**config.mk**
```make
export PLATFORM = sky130hd
export DESIGN_NAME = regfile_param
export DESIGN_NICKNAME = d
export VERILOG_FILES = /design/src/rtl/regfile_param.sv
export SDC_FILE = /design/constraint.sdc
export NUM_CORES = 1
export LEC_CHECK = 0
export CORE_MARGIN = 4
export CORE_UTILIZATION = 40
export DETAILED_ROUTE_END_ITERATION = 8
export PLACE_DENSITY = 0.58
export SYNTH_ARGS = -nofsm -noshare
export SYNTH_HDL_FRONTEND = slang
export SYNTH_SLANG_ARGS = --single-unit
export TNS_END_PERCENT = 5
```
**constraint.sdc**
```tcl
create_clock -name clk -period 2.3 [get_ports clk]
set_input_delay 0.23 -clock clk [delete_from_list [all_inputs] [get_ports clk]]
set_output_delay 0.23 -clock clk [all_outputs]
set_load 0.02 [all_outputs]
```
**src/rtl/regfile_param.sv**
```systemverilog
// ---------------------------------------------------------------------------
// regfile_param
//   Parameterised register file with two combinational read ports, one
//   synchronous write port, optional same-cycle write-to-read forwarding and
//   a sequential clear engine that zeroes one register per clock.
//
// Parameters
//   DATA_W   : register / data port width
//   NUM_REGS : number of implemented registers (2 .. 2**ADDR_W)
//   ADDR_W   : width of every address port
//   BYPASS   : 1 = forward WriteData to a read port addressing WriteReg
//
// Ports
//   clk       : clock, all state changes on the rising edge
//   rst       : asynchronous active-low reset
//   A1, A2    : read addresses
//   R1, R2    : read data (combinational, zero for unimplemented addresses)
//   RegWrite  : write enable (dropped while Busy)
//   WriteReg  : write address (ignored when >= NUM_REGS)
//   WriteData : write data
//   ClrReq    : start a clear sequence (sampled only in IDLE)
//   Busy      : clear sequence in progress (CLEAR or DONE)
//   ClrDone   : one-cycle pulse in the DONE state
// ---------------------------------------------------------------------------
module regfile_param #(
    parameter int DATA_W   = 32,
    parameter int NUM_REGS = 16,
    parameter int ADDR_W   = 4,
    parameter int BYPASS   = 1
) (
    input  logic              clk,
    input  logic              rst,
    input  logic [ADDR_W-1:0] A1,
    input  logic [ADDR_W-1:0] A2,
    output logic [DATA_W-1:0] R1,
    output logic [DATA_W-1:0] R2,
    input  logic              RegWrite,
    input  logic [ADDR_W-1:0] WriteReg,
    input  logic [DATA_W-1:0] WriteData,
    input  logic              ClrReq,
    output logic              Busy,
    output logic              ClrDone
);

    // Wide enough to hold NUM_REGS-1; the counter never moves past it.
    localparam int IDX_W = (NUM_REGS > 1) ? $clog2(NUM_REGS) : 1;
    localparam logic [IDX_W-1:0] LAST_IDX = IDX_W'(NUM_REGS - 1);

    typedef enum logic [1:0] {
        S_IDLE  = 2'd0,
        S_CLEAR = 2'd1,
        S_DONE  = 2'd2
    } state_t;

    state_t            state;
    state_t            state_nxt;
    logic [IDX_W-1:0]  idx;
    logic [DATA_W-1:0] regs [NUM_REGS];

    logic              wr_en;
    logic              byp1;
    logic              byp2;

    // The extra leading zero keeps the compare exact when NUM_REGS == 2**ADDR_W.
    function automatic logic in_range(input logic [ADDR_W-1:0] a);
        return {1'b0, a} < (ADDR_W + 1)'(NUM_REGS);
    endfunction

    // Writes are only accepted while idle, which also disables forwarding
    // during a clear sequence.
    assign wr_en = RegWrite && (state == S_IDLE) && in_range(WriteReg);

    // ---------------- FSM ----------------
    always_ff @(posedge clk or negedge rst) begin
        if (!rst) begin
            state <= S_IDLE;
        end else begin
            state <= state_nxt;
        end
    end

    always_comb begin
        state_nxt = state;
        case (state)
            S_IDLE:  if (ClrReq) state_nxt = S_CLEAR;
            S_CLEAR: if (idx == LAST_IDX) state_nxt = S_DONE;
            S_DONE:  state_nxt = S_IDLE;
            default: state_nxt = S_IDLE;
        endcase
    end

    // Index is parked at 0 whenever idle, so a new clear always starts at reg 0.
    always_ff @(posedge clk or negedge rst) begin
        if (!rst) begin
            idx <= '0;
        end else if (state != S_CLEAR) begin
            idx <= '0;
        end else if (idx != LAST_IDX) begin
            idx <= idx + 1'b1;
        end
    end

    // ---------------- storage ----------------
    always_ff @(posedge clk or negedge rst) begin
        if (!rst) begin
            for (int i = 0; i < NUM_REGS; i++) begin
                regs[i] <= '0;
            end
        end else if (state == S_CLEAR) begin
            regs[idx] <= '0;
        end else if (wr_en) begin
            regs[WriteReg] <= WriteData;
        end
    end

    // ---------------- read ports ----------------
    assign byp1 = (BYPASS != 0) && wr_en && (A1 == WriteReg);
    assign byp2 = (BYPASS != 0) && wr_en && (A2 == WriteReg);

    assign R1 = byp1 ? WriteData : (in_range(A1) ? regs[A1] : '0);
    assign R2 = byp2 ? WriteData : (in_range(A2) ? regs[A2] : '0);

    assign Busy    = (state != S_IDLE);
    assign ClrDone = (state == S_DONE);

endmodule

```
# After elaboration in Yosys (flattened, before gate mapping)
# Index checks and enable logic that the tools add are counted.
[op_classes] n_reduce_logical=10 bitwise_logic=6 n_mux=20 n_addsub=1 n_eq_ne=9 order_cmp=6
[ops] op="$mux W512" count=2
[ops] op="$and A512 B512 Y512" count=1
[ops] op="$bwmux W512" count=1
[ops] op="$not A512 Y512" count=1
[ops] op="$bmux W32 S4" count=2
[ops] op="$demux W32 S4" count=2
[ops] op="$mux W32" count=8
[ops] op="$ge A5 B5 Y1 const B" count=4
[ops] op="$not A4 Y5" count=4
[ops] op="$lt A5 B1 Y1 const B" count=2
[ops] op="$eq A4 B4 Y1" count=2
[ops] op="$mux W4" count=2
[ops] op="$reduce_bool A2 Y1" count=3
[ops] op="$logic_and A1 B1 Y1" count=5
[ops] op="$add A4 B1 Y4 const B" count=1
[ops] op="$eq A4 B4 Y1 const B" count=1
[ops] op="$mux W2" count=2
[ops] op="$ne A2 B2 Y1 const B" count=2
[ops] op="$ne A4 B4 Y1 const B" count=1
[ops] op="$pmux W2 S2" count=1
[ops] op="$eq A2 B1 Y1 const B" count=1
[ops] op="$eq A2 B2 Y1 const B" count=1
[ops] op="$logic_not A2 Y1" count=1
[ops] op="$ne A2 B1 Y1 const B" count=1
[ops] op="$reduce_and A2 Y1" count=1
[totals] input_bits=48 out_inout_bits=66 word_cells=70 reg_bits=518

# Depth between registers and ports, before layout
[depth] ltp_word=8 depth_mapped=7 mapped_depth_nobuf=4

# Least setup slack after synthesis
# OpenSTA, ideal clock, no wires.
[synth_path] kind="input port to output port" start="input A1[0]" end="output R1[27]" required_ns=2.070 path_stages=6 path_buffers=2 arrival_ns=1.800 path_slack_ns=0.270 cell_sequence="buf_2 buf_2 mux4_2 a22oi_1 nand2_1 mux2_2"
[synth_via] elab_chain_len=5 word_cells_on_any_way=7 classes_between="eq/ne (1); mux (4); bitwise (1); reduce/logical (1)"
[synth_rtl] item="from (decl)" line_no="33" text="input logic [ADDR_W-1:0] A1,"
[synth_rtl] item="$not A4 Y5 (implied by the code)" line_no="120" text="assign R1 = byp1 ? WriteData : (in_range(A1) ? regs[A1] : '0);"
[synth_rtl] item="$bmux W32 S4" line_no="120"
[synth_rtl] item="$mux W32 (implied by the code) (2 in series)" line_no="120"
[synth_rtl] item="$mux W32 (*)" line_no="120"
[synth_rtl] item="to (decl)" line_no="35" text="output logic [DATA_W-1:0] R1,"
# Every way passes the cells marked *; elsewhere a longest branch is shown, timed or not. The select of a mux whose other input is x is not followed.

# Worst setup path after layout
[layout_path] start="register regs[59] (netlist bit)" end="output R2[27]"
[layout_via] elab_chain_len=4
[layout_rtl] item="from (decl)" line_no="58" text="logic [DATA_W-1:0] regs [NUM_REGS];"
[layout_rtl] item="from (signal, indexed assignment)" line_no="112" text="regs[WriteReg] <= WriteData;"
[layout_rtl] item="$bmux W32 S4" line_no="121" text="assign R2 = byp2 ? WriteData : (in_range(A2) ? regs[A2] : '0);"
[layout_rtl] item="$mux W32 (implied by the code) (2 in series)" line_no="121"
[layout_rtl] item="$mux W32" line_no="121"
[layout_rtl] item="to (decl)" line_no="36" text="output logic [DATA_W-1:0] R2,"
# Every way passes these cells. The select of a mux whose other input is x is not followed.

==> summary.md <==
| Metric | Value |
|---|---|
| Reg power frac | 0.391 |
| Cells after Synth | 1,952 |
| Final wirelength | 104,000 um |
| Pins Over Slew Limit | 0 |
| Number of I/O port buffers | 113 |
| Total CTS buffers | 55 |
| Post-synth ARST share | 1.00 |
| Die width | 268 um |
| I/O pin count | 114 |
| Post-synthesis cell type count | 32 |
| CP required | 2.07 ns |
| CP endpoint kind | output pin |
| Final Skew | 0.0301 ns |
| Root Buffer | clkbuf_16 |
| Final period utilization | 1.14 |
| PD cells | 949 mW/mm2 |
| Die Height | 268 um |
| Register-to-Register Path Depth | 8 |
| CTS max path bufs | 3 |
| DR vias | 21,459 |
| Sw Share | 0.329 |
| Worst hold path type | in2async |
| Worst slew pin tran | 1.04 ns |
| Failing checks | negative setup slack |
| Peak Freq | 381 MHz |
| Core area | 0.0672 mm2 |
| Fin util | 0.519 |
| Placer Congestion | 0.887 |
| WS Path Type | reg2out |
| Switching pwr | 0.0109 W |
| Die area | 0.0720 mm2 |
| Worst Setup Slack, final | -0.325 ns |
| # setup viols final | 64 |
| YS warnings | 0 |
| GRT overflow | 0 |
| Total power | 0.0331 W |
| Setup repair after global routing missed its margin | true |
| Area grow syn2layout | 28.7% |
| Final hold vios | 0 |
| Antenna Nets Post-Route | 0 |
| Antenna violations before repair | 4 |
| Worst path arrival time | 2.40 ns |
| Vias in the first global route | 22,314 |
| RR Endpoint | regs[143] |
| Flop-to-flop setup slack | 0.08 ns |
| Placement Setup Slack | -0.641 ns |
| Ratio of cells with drive above 1 in the final layout | 0.436 |
| Avg Synthesized Cell Area | 13.9 um2 |
| FILL cells | 5,595 |
| Cell area after synthesis | 0.0271 mm2 |
| Largest net degree at the start of global routing | 71 |
| Row count | 95 |
| Top_reg_cell synth | dfrtp_1 |
| FF+latch count, synth | 518 |
| NumNets Final | 2,269 |
| First-pass GRT wire length | 153,000 um |
| HPWL Detailed | 66,500 um |
| VDD IR max | 0.628 mV |
| Top fanout value on the critical path | 2 |
| Max-Slew Margin vs Limit | 0.304 |
| Detailed Routing Iterations Pass 1 | 5 |
| DR WL/cell | 33.1 um |
| Clock Latency Late Sink | 0.63 ns |
| Initial Util | 0.403 |
| Vias/cell | 6.84 |
| Synthesized Nets | 2,005 |
| Storage cell area | 0.0130 mm2 |
| Pint | 0.0222 W |
| Maxcap violations | 0 |
| Register area share after synthesis | 0.478 |
| Multi-input gate area | 0.0139 mm2 |
| Worst-path clk slew | 0.06 ns |
| Clock sink count | 518 |
| Setup TNS | -12.26 ns |
| CTS tree | built |
| Comb power frac | 0.324 |
| Number of enable flip-flop cells after synthesis | 0 |
| Tmin final | 2.63 ns |
| Leak | 15.7 nW |
| DRC Markers | 0 |
| Clk pwr share | 0.285 |
| Total track usage | 0.289 |
| Initial drt markers | 2,638 |
| Worst r2r src | state[1] |
| Status | complete, but fails checks |
| CP Launch Type | flip-flop |
| H-tree levels | 2 |
worst max-delay path: stages (launching register included):
cell and delay, ns:
dfrtp_1 0.40, mux4_2 0.47, mux4_2 0.49, mux2_4 0.28
buf_6 0.13
routing by layer:
layer | track usage | vias to the layer above | share of wire
met5 | 0 | - | 0
met4 | 0.116 | 0 | 0.040
met3 | 0.0727 | 262 | 0.10
met2 | 0.453 | 1394 | 0.47
met1 | 0.390 | 11400 | 0.39
li1 | - | 8403 | -
state kept, by name, indices dropped and copies added, names as in the netlist:
name	count
idx	4
regs	512
state	2
power groups by stage:
stage	clock (W)	combinational [W]	sequential (W)
4_1_cts	0.00954	0.0105	0.0128
5_1_grt	0.00995	0.0112	0.0131
2_1_floorplan	0	0.00589	0.0124
6_report	0.00945	0.0107	0.0129
3_3_place_gp	0	0.0104	0.0128
3_5_place_dp	0	0.0105	0.0129
stage by stage:
stage          hold WS, ns  area, um2  instances
4_1_cts              0.153      34600       3133
5_1_grt              0.169      34900       3134
3_3_place_gp         0.192      32500       3024
2_1_floorplan      -0.0656      27100       1952
3_5_place_dp         0.194      32500       3024
6_report             0.144      34900       3137
Yosys cell counts (all sizes together) (6+ instances only):
cell    number  share of area
dfrtp      518           0.48
xor2         7         0.0023
mux4       258           0.21
a22o       480           0.16
nor3        14         0.0053
a31oi       15         0.0037
nor2         6        0.00083
mux2        64          0.027
clkbuf     103          0.014
nor2b        8         0.0018
o21ai       33         0.0061
nand2      130          0.018
a22oi      124          0.034
buf        157          0.027
worst max path at each step:
stage | start | end | depth (start not counted)
2_1_floorplan | A1[0] | R1[27] | 6
3_3_place_gp | A1[3] | R1[31] | 9
3_5_place_dp | A1[3] | R1[29] | 9
4_1_cts | state[1] | R1[30] | 8
5_1_grt | state[1] | R1[30] | 8
6_report | regs[59] | R2[27] | 4
kinds of logic (layout without fill, tap and decap cells):
kind of cell    count (synthesis)  count (layout)  share of synthesized area
compound gates                654             654                      0.200
xor+xnor                       11              11                    0.00356
fa+ha+maj                       5               5                    0.00231
buf+inv                       265             574                     0.0422
flops                         518             518                      0.478
mux                           323             323                      0.241
other cells                     0               3                          0
simple gates                  176             176                     0.0322
placed cells by master, fill, tap and decap left out, types with 14 or more instances in the layout:
cell type,count
dfrtp_1,518
a22o_1,480
mux4_2,258
buf_4,241
nand2_1,116
buf_12,109
a22oi_2,86
mux2_2,56
clkbuf_16,56
clkdlybuf4s50_1,43
buf_2,43
a22oi_1,38
o21ai_0,33
buf_6,22
a31oi_4,15
clkinv_2,15
nand2_2,14
final cells by class:
type / count / share of cell area
well taps: 873 / 0.0313
clock inverters: 27 / 0.00894
multi-input cells: 1169 / 0.397
diodes: 3 / 0.000215
inverters: 5 / 0.000538
flip-flops and latches: 518 / 0.372
repair buffers: 467 / 0.144
clock buffers: 75 / 0.0457
what timing repair did:
| item | in CTS | in global routing |
|---|---|---|
| resized for setup | 351 | 59 |
| hold endpoints to repair | 257 | 0 |
| gates cloned | 2 | 0 |
| endpoints found under the setup margin | 65 | 64 |
| pin swaps | 49 | 25 |
| buffers inserted | 4 | 1 |
| hold buffers | 1 | 0 |
No activity file was read; power rests on OpenSTA's default activity.
==> RTL edit 1: new RTL, config.mk and constraints unchanged <==
`BYPASS`: 1 -> 0. Comments in the files are not updated.
--- a/src/rtl/regfile_param.sv
+++ b/src/rtl/regfile_param.sv
@@ -27,5 +27,5 @@
     parameter int NUM_REGS = 16,
     parameter int ADDR_W   = 4,
-    parameter int BYPASS   = 1
+    parameter int BYPASS   = 0
 ) (
     input  logic              clk,
Function: changed (Yosys sat finds a counterexample within 4 cycles, from zero or initial values and one cycle with rst low).
==> RTL edit 1 against the original RTL <==
Count of clock-buffer cells in the layout decreased by 1. Synthesized cell count is 4.5% lower. Non-clock buffer count down 139. Wire length shrank 7.1%. Synthesized area decreased by 2.6%. Sequential power up 10%. Die area is 2.5% lower. Critical endpoint is now R2[20]. Hold slack worse by 0.091 ns. The run still ends with negative setup slack left. Setup slack improved by 0.28 ns. Final area shrank 6.5%. Power grew 4.9%. Sequential cell count unchanged. Core utilization is 1.7 points lower. Highest routed layer is now met5.
==> RTL edit 1: results (changes against the original RTL) <==
* Critical R2R Launch: state[0]$_DFFE_PN0P_
* Setup Buffers After CTS at 1 (-3)
* Largest registers: regs (512), idx (4), state (2)
* Initial drt markers at 2348 (-11%)
* Final-report setup violation count at 7 (-89%)
* CP endpoint: R2[20]
* Max VDD drop at 592 uV (-5.7%)
* Vias in the first global route at 21296 (-4.6%)
* Post-route setup slack at -0.0448 ns (+0.280 ns)
* Commonest cells post-synth: 518 x dfrtp_1, 513 x a22o_1, 256 x mux4_2
* Cts repair resizes at 310 (-12%)
* Outcome: complete, but fails checks
* FF-to-FF path depth at 7 (-1)
* Failing checks: negative setup slack
* Family with the most delay on the worst path: multiplexers
* Clock skew at 0.0342 ns (+0.00408 ns)
* Pre-Repair DR Iteration Count at 5 (unchanged)
* Nets at 2039 (-10%)
* Share of cells above drive strength 1 at 0.374 (-0.0619)
* Arrival time worst endpoint at 2.11 ns (-0.29 ns)
* Crit path from: regs[244]$_DFFE_PN0P_
* Non-filler instance count after layout at 2889 (-7.9%)
* Placed instance count at 2777 (-8.2%)
* Top post-synthesis cells by area: dfrtp_1 49%, mux4_2 22%, a22o_1 17%, a22oi_1 3.6%, buf_2 1.8%
* Worst path slowest cell: mux4_2
* First-pass GRT wire length at 144000 um (-6.3%)
* Clock Latency Late Sink at 0.65 ns (+0.02 ns)
* Worst-Margin Slew at 0.778 ns (-0.265 ns)
* DPL Wire Length at 57600 um (-13%)
* RePlAce Congestion at 0.829 (-6.5%)
* Total Routing Usage GR at 0.271 (-0.0177)
* Part of the Yosys area used for sequential elements at 0.491 (+0.0128)
* Syn Nets at 1917 (-4.4%)
* Syn Area/Cell at 14.2 um^2 (+2.0%)
* Largest net degree at the start of global routing at 128 (+80%)
* CTS Buf Count at 56 (+1.8%)
* Worst-path maximum fanout at 3 (+1)
* Initial antenna violation count at 5 (+1)
* YS warnings at 0 (unchanged)
* Slowest cell delay on critical path at 0.46 ns (-0.03 ns)
* DR vias/cell at 6.97 (+1.9%)
* Worst reg2reg endpoint: regs[487]$_DFFE_PN0P_
* Post-synthesis cell type count at 40 (+25%)
* R2R Setup Slk at 0.19 ns (+0.11 ns)
* WL per Instance at 33.4 um (+0.91%)
* Leak at 14.4 nW (-8.0%)
## RTL edit 1: cell families after synthesis
logic type               share of synthesized area
AO/OA/AOI/OAI                                0.213
flip-flops                                   0.491
buffers and inverters                       0.0460
multiplexers                                 0.219
AND/OR/NAND/NOR                             0.0280
adder cells (fa/ha/maj)                    0.00237
XOR/XNOR                                  0.000996
## RTL edit 1: per-stage QoR
| stage | hold slack [ns] | total power [W] | setup TNS (ns) | area [um^2] | worst slack (ns) |
|---|---|---|---|---|---|
| final | 0.0532 | 0.0347 | -0.129 | 32600 | -0.0448 |
| after CTS | 0.0322 | 0.0345 | -0.751 | 32400 | -0.162 |
| after detailed placement | 0.113 | 0.0245 | -7.46 | 30400 | -0.242 |
| after global placement | 0.110 | 0.0242 | -7.20 | 30400 | -0.213 |
| after floorplan | -0.0656 | 0.0203 | 0 | 26400 | 0.438 |
| after global routing | 0.0618 | 0.0360 | -0.677 | 32600 | -0.0713 |
## RTL edit 1: per-layer routing
layer	wire [um]	vias up	part of all wire	track usage
li1	-	7819	-	-
met1	38200	10809	0.40	0.367
met2	45400	1221	0.47	0.424
met3	8490	286	0.088	0.0591
met4	4480	2	0.046	0.121
met5	11	-	0.00011	0
## RTL edit 1: report_power, final
part	internal [W]	switching, W
Clock	0.00598	0.00404
Sequential	0.0119	0.00231
Combinational	0.00565	0.00485
## RTL edit 1: area by class of cell
type                            count  area (um^2)
Multi-Input combinational cell   1079        12800
Inverter                            3         11.3
Antenna cell                        3         7.51
Fill cell                        5464        32300
Clock inverter                     29          467
Timing Repair Buffer              328         3740
Tap cell                          855         1070
Sequential cell                   518        13000
Clock buffer                       74         1580
==> RTL edit 2: new RTL, config.mk and constraints unchanged <==
Made on the original files. Reset style: synchronous (`rst`), changed in 3 clocked blocks. Comments in the files are not updated.
--- a/src/rtl/regfile_param.sv
+++ b/src/rtl/regfile_param.sv
@@ -72,5 +72,5 @@
 
     // ---------------- FSM ----------------
-    always_ff @(posedge clk or negedge rst) begin
+    always_ff @(posedge clk) begin
         if (!rst) begin
             state <= S_IDLE;
@@ -91,5 +91,5 @@
 
     // Index is parked at 0 whenever idle, so a new clear always starts at reg 0.
-    always_ff @(posedge clk or negedge rst) begin
+    always_ff @(posedge clk) begin
         if (!rst) begin
             idx <= '0;
@@ -102,5 +102,5 @@
 
     // ---------------- storage ----------------
-    always_ff @(posedge clk or negedge rst) begin
+    always_ff @(posedge clk) begin
         if (!rst) begin
             for (int i = 0; i < NUM_REGS; i++) begin
Function: changed (Yosys sat finds a counterexample within 4 cycles, from zero or initial values and one cycle with rst low; the reset may be asserted at any time).
==> RTL edit 2 against the original RTL <==
First-iteration DRC count is 3.2% lower. Via count is 11% lower. Non-clock buffer count is 55 lower. Synthesized cell count is 5.1% lower. Setup slack worse by 0.069 ns. Synthesized area is 0.78% lower. Wire length is 9.9% lower. Sequential cell count stayed put. Global-route usage is 3.0 points lower. Final area is 2.7% lower. Clock skew is 0.0083 ns lower. The flow still finishes with violations (negative setup slack).
Power is not compared: it rests on default switching activity, and its combinational part moved more than twofold at a synthesized area within 25%.
==> RTL edit 2: results (changes against the original RTL) <==
* Signal inverters at 0 (-5)
* RePlAce Congestion at 0.862 (-2.8%)
* #MultiIn Comb at 1148 (-1.8%)
* Post-route setup slack at -0.394 ns (-0.0687 ns)
* # clk buffers at 69 (-8.0%)
* GRT met3 Usage at 0.0415 (-0.0312)
* CTS Buf Count at 58 (+5.5%)
* Worst reg2reg endpoint: regs[1][19]$_SDFFCE_PN0P_
* N_diodes at 0 (-3)
* Largest net degree at the start of global routing at 35 (-51%)
* Top post-synthesis cells by area: edfxtp_1 57%, mux4_2 22%, nor2_1 6.4%, a22oi_1 3.5%, mux2_2 2.8%
* Arrival time worst endpoint at 2.46 ns (+0.06 ns)
* Syn Nets at 1901 (-5.2%)
* Met2 WL at 45500 um (-7.5%)
* M1 WL at 35900 um (-10%)
* Register Area at 15500 um^2 (+20%)
* Critical R2R Launch: state[1]$_SDFFE_PN0P_
* Share of cells above drive strength 1 at 0.390 (-0.0458)
* Relative slew slack at 0.440 (+0.136)
* Failing checks: negative setup slack
* FF-to-FF path depth at 5 (-3)
* DR vias/cell at 6.24 (-8.8%)
* Layout buffer count excluding clock buffers at 412 (-12%)
* Clk cell area share at 0.0531 (-0.00150)
* Post-synth ARST share at 0 (-1.00)
* Metal3 WL at 8520 um (-20%)
* DPL Wire Length at 60000 um (-9.8%)
* Commonest cells post-synth: 512 x edfxtp_1, 457 x nor2_1, 258 x mux4_2
* Die area at 71400 um^2 (-0.76%)
* NonClk Buf Share at 0.136 (-0.00823)
* First-pass GRT wire length at 135000 um (-12%)
* Part of the Yosys area used for sequential elements at 0.576 (+0.0980)
* Final-report setup violation count at 153 (+140%)
* Nets at 2187 (-3.6%)
* GRT met1 Usage at 0.349 (-0.0411)
* Post-DP Area at 31900 um^2 (-1.9%)
* Final TNS setup at -25.10 ns (-12.84 ns)
* Vias in the first global route at 19780 (-11%)
* Pre-Repair DR Iteration Count at 6 (+1)
* Initial antenna violation count at 1 (-3)
* Worst min path class: input port to register
* R2R Setup Slk at -0.14 ns (-0.22 ns)
* Clock skew at 0.0218 ns (-0.00831 ns)
* Post-synth EDFFs at 512 (+512)
* Outcome: complete, but fails checks
* Post-synthesis cell type count at 36 (+13%)
==> RTL edit 2: changes by cell type in the layout (fill, tap and decap cells not counted), sizes merged, moves of 28 or more <==
cell and delta:
buf -58, edfxtp +512, dfrtp -518, a22o -480, nor2 +451, nor3 +51, o21ai -28
==> RTL edit 2: cells by family (layout without fill, tap and decap cells) <==
logic type               Yosys count  after routing  synth area share
AO/OA/AOI/OAI                    134            134            0.0366
XOR/XNOR                           9              9           0.00293
adder cells (fa/ha/maj)            1              1          0.000465
buffers and inverters            187            522            0.0311
flip-flops                       518            518             0.576
multiplexers                     332            332             0.247
AND/OR/NAND/NOR                  671            672             0.105
==> RTL edit 2: metrics by stage <==
stage	power, W	setup WS, ns	util	std cells
after global placement	0.0146	-0.804	0.481	2935
after global routing	0.0241	-0.425	0.512	3052
after floorplan	0.0129	-0.225	-	1852
after detailed placement	0.0146	-0.806	0.481	2935
final	0.0234	-0.394	0.512	3052
after CTS	0.0234	-0.527	0.505	3049
==> RTL edit 2: worst max path at each step <==
stage,startpoint,end,cells past startpoint
after floorplan,state[1]$_SDFFE_PN0P_,regs[13][0]$_SDFFCE_PN0P_,5
after global placement,A2[2],R2[6],7
after detailed placement,A2[2],R2[6],7
after CTS,state[1]$_SDFFE_PN0P_,R2[16],7
after global routing,regs[14][30]$_SDFFCE_PN0P_,R1[30],4
final,regs[14][30]$_SDFFCE_PN0P_,R1[30],4
==> RTL edit 2: worst min-delay path: stages <==
cell	delay [ns]
clkdlybuf4s50_1	0.41
mux2i_1	0.14
nor2_1	0.05
==> RTL edit 2: timing repair <==
| action | in CTS | in global routing |
|---|---|---|
| gates resized for setup | 272 | 115 |
| pin swaps | 6 | 11 |
| setup buffers | 3 | 0 |
| setup endpoints to repair | 242 | 428 |
| cloned | 1 | 3 |
| hold buffers | 0 | 0 |
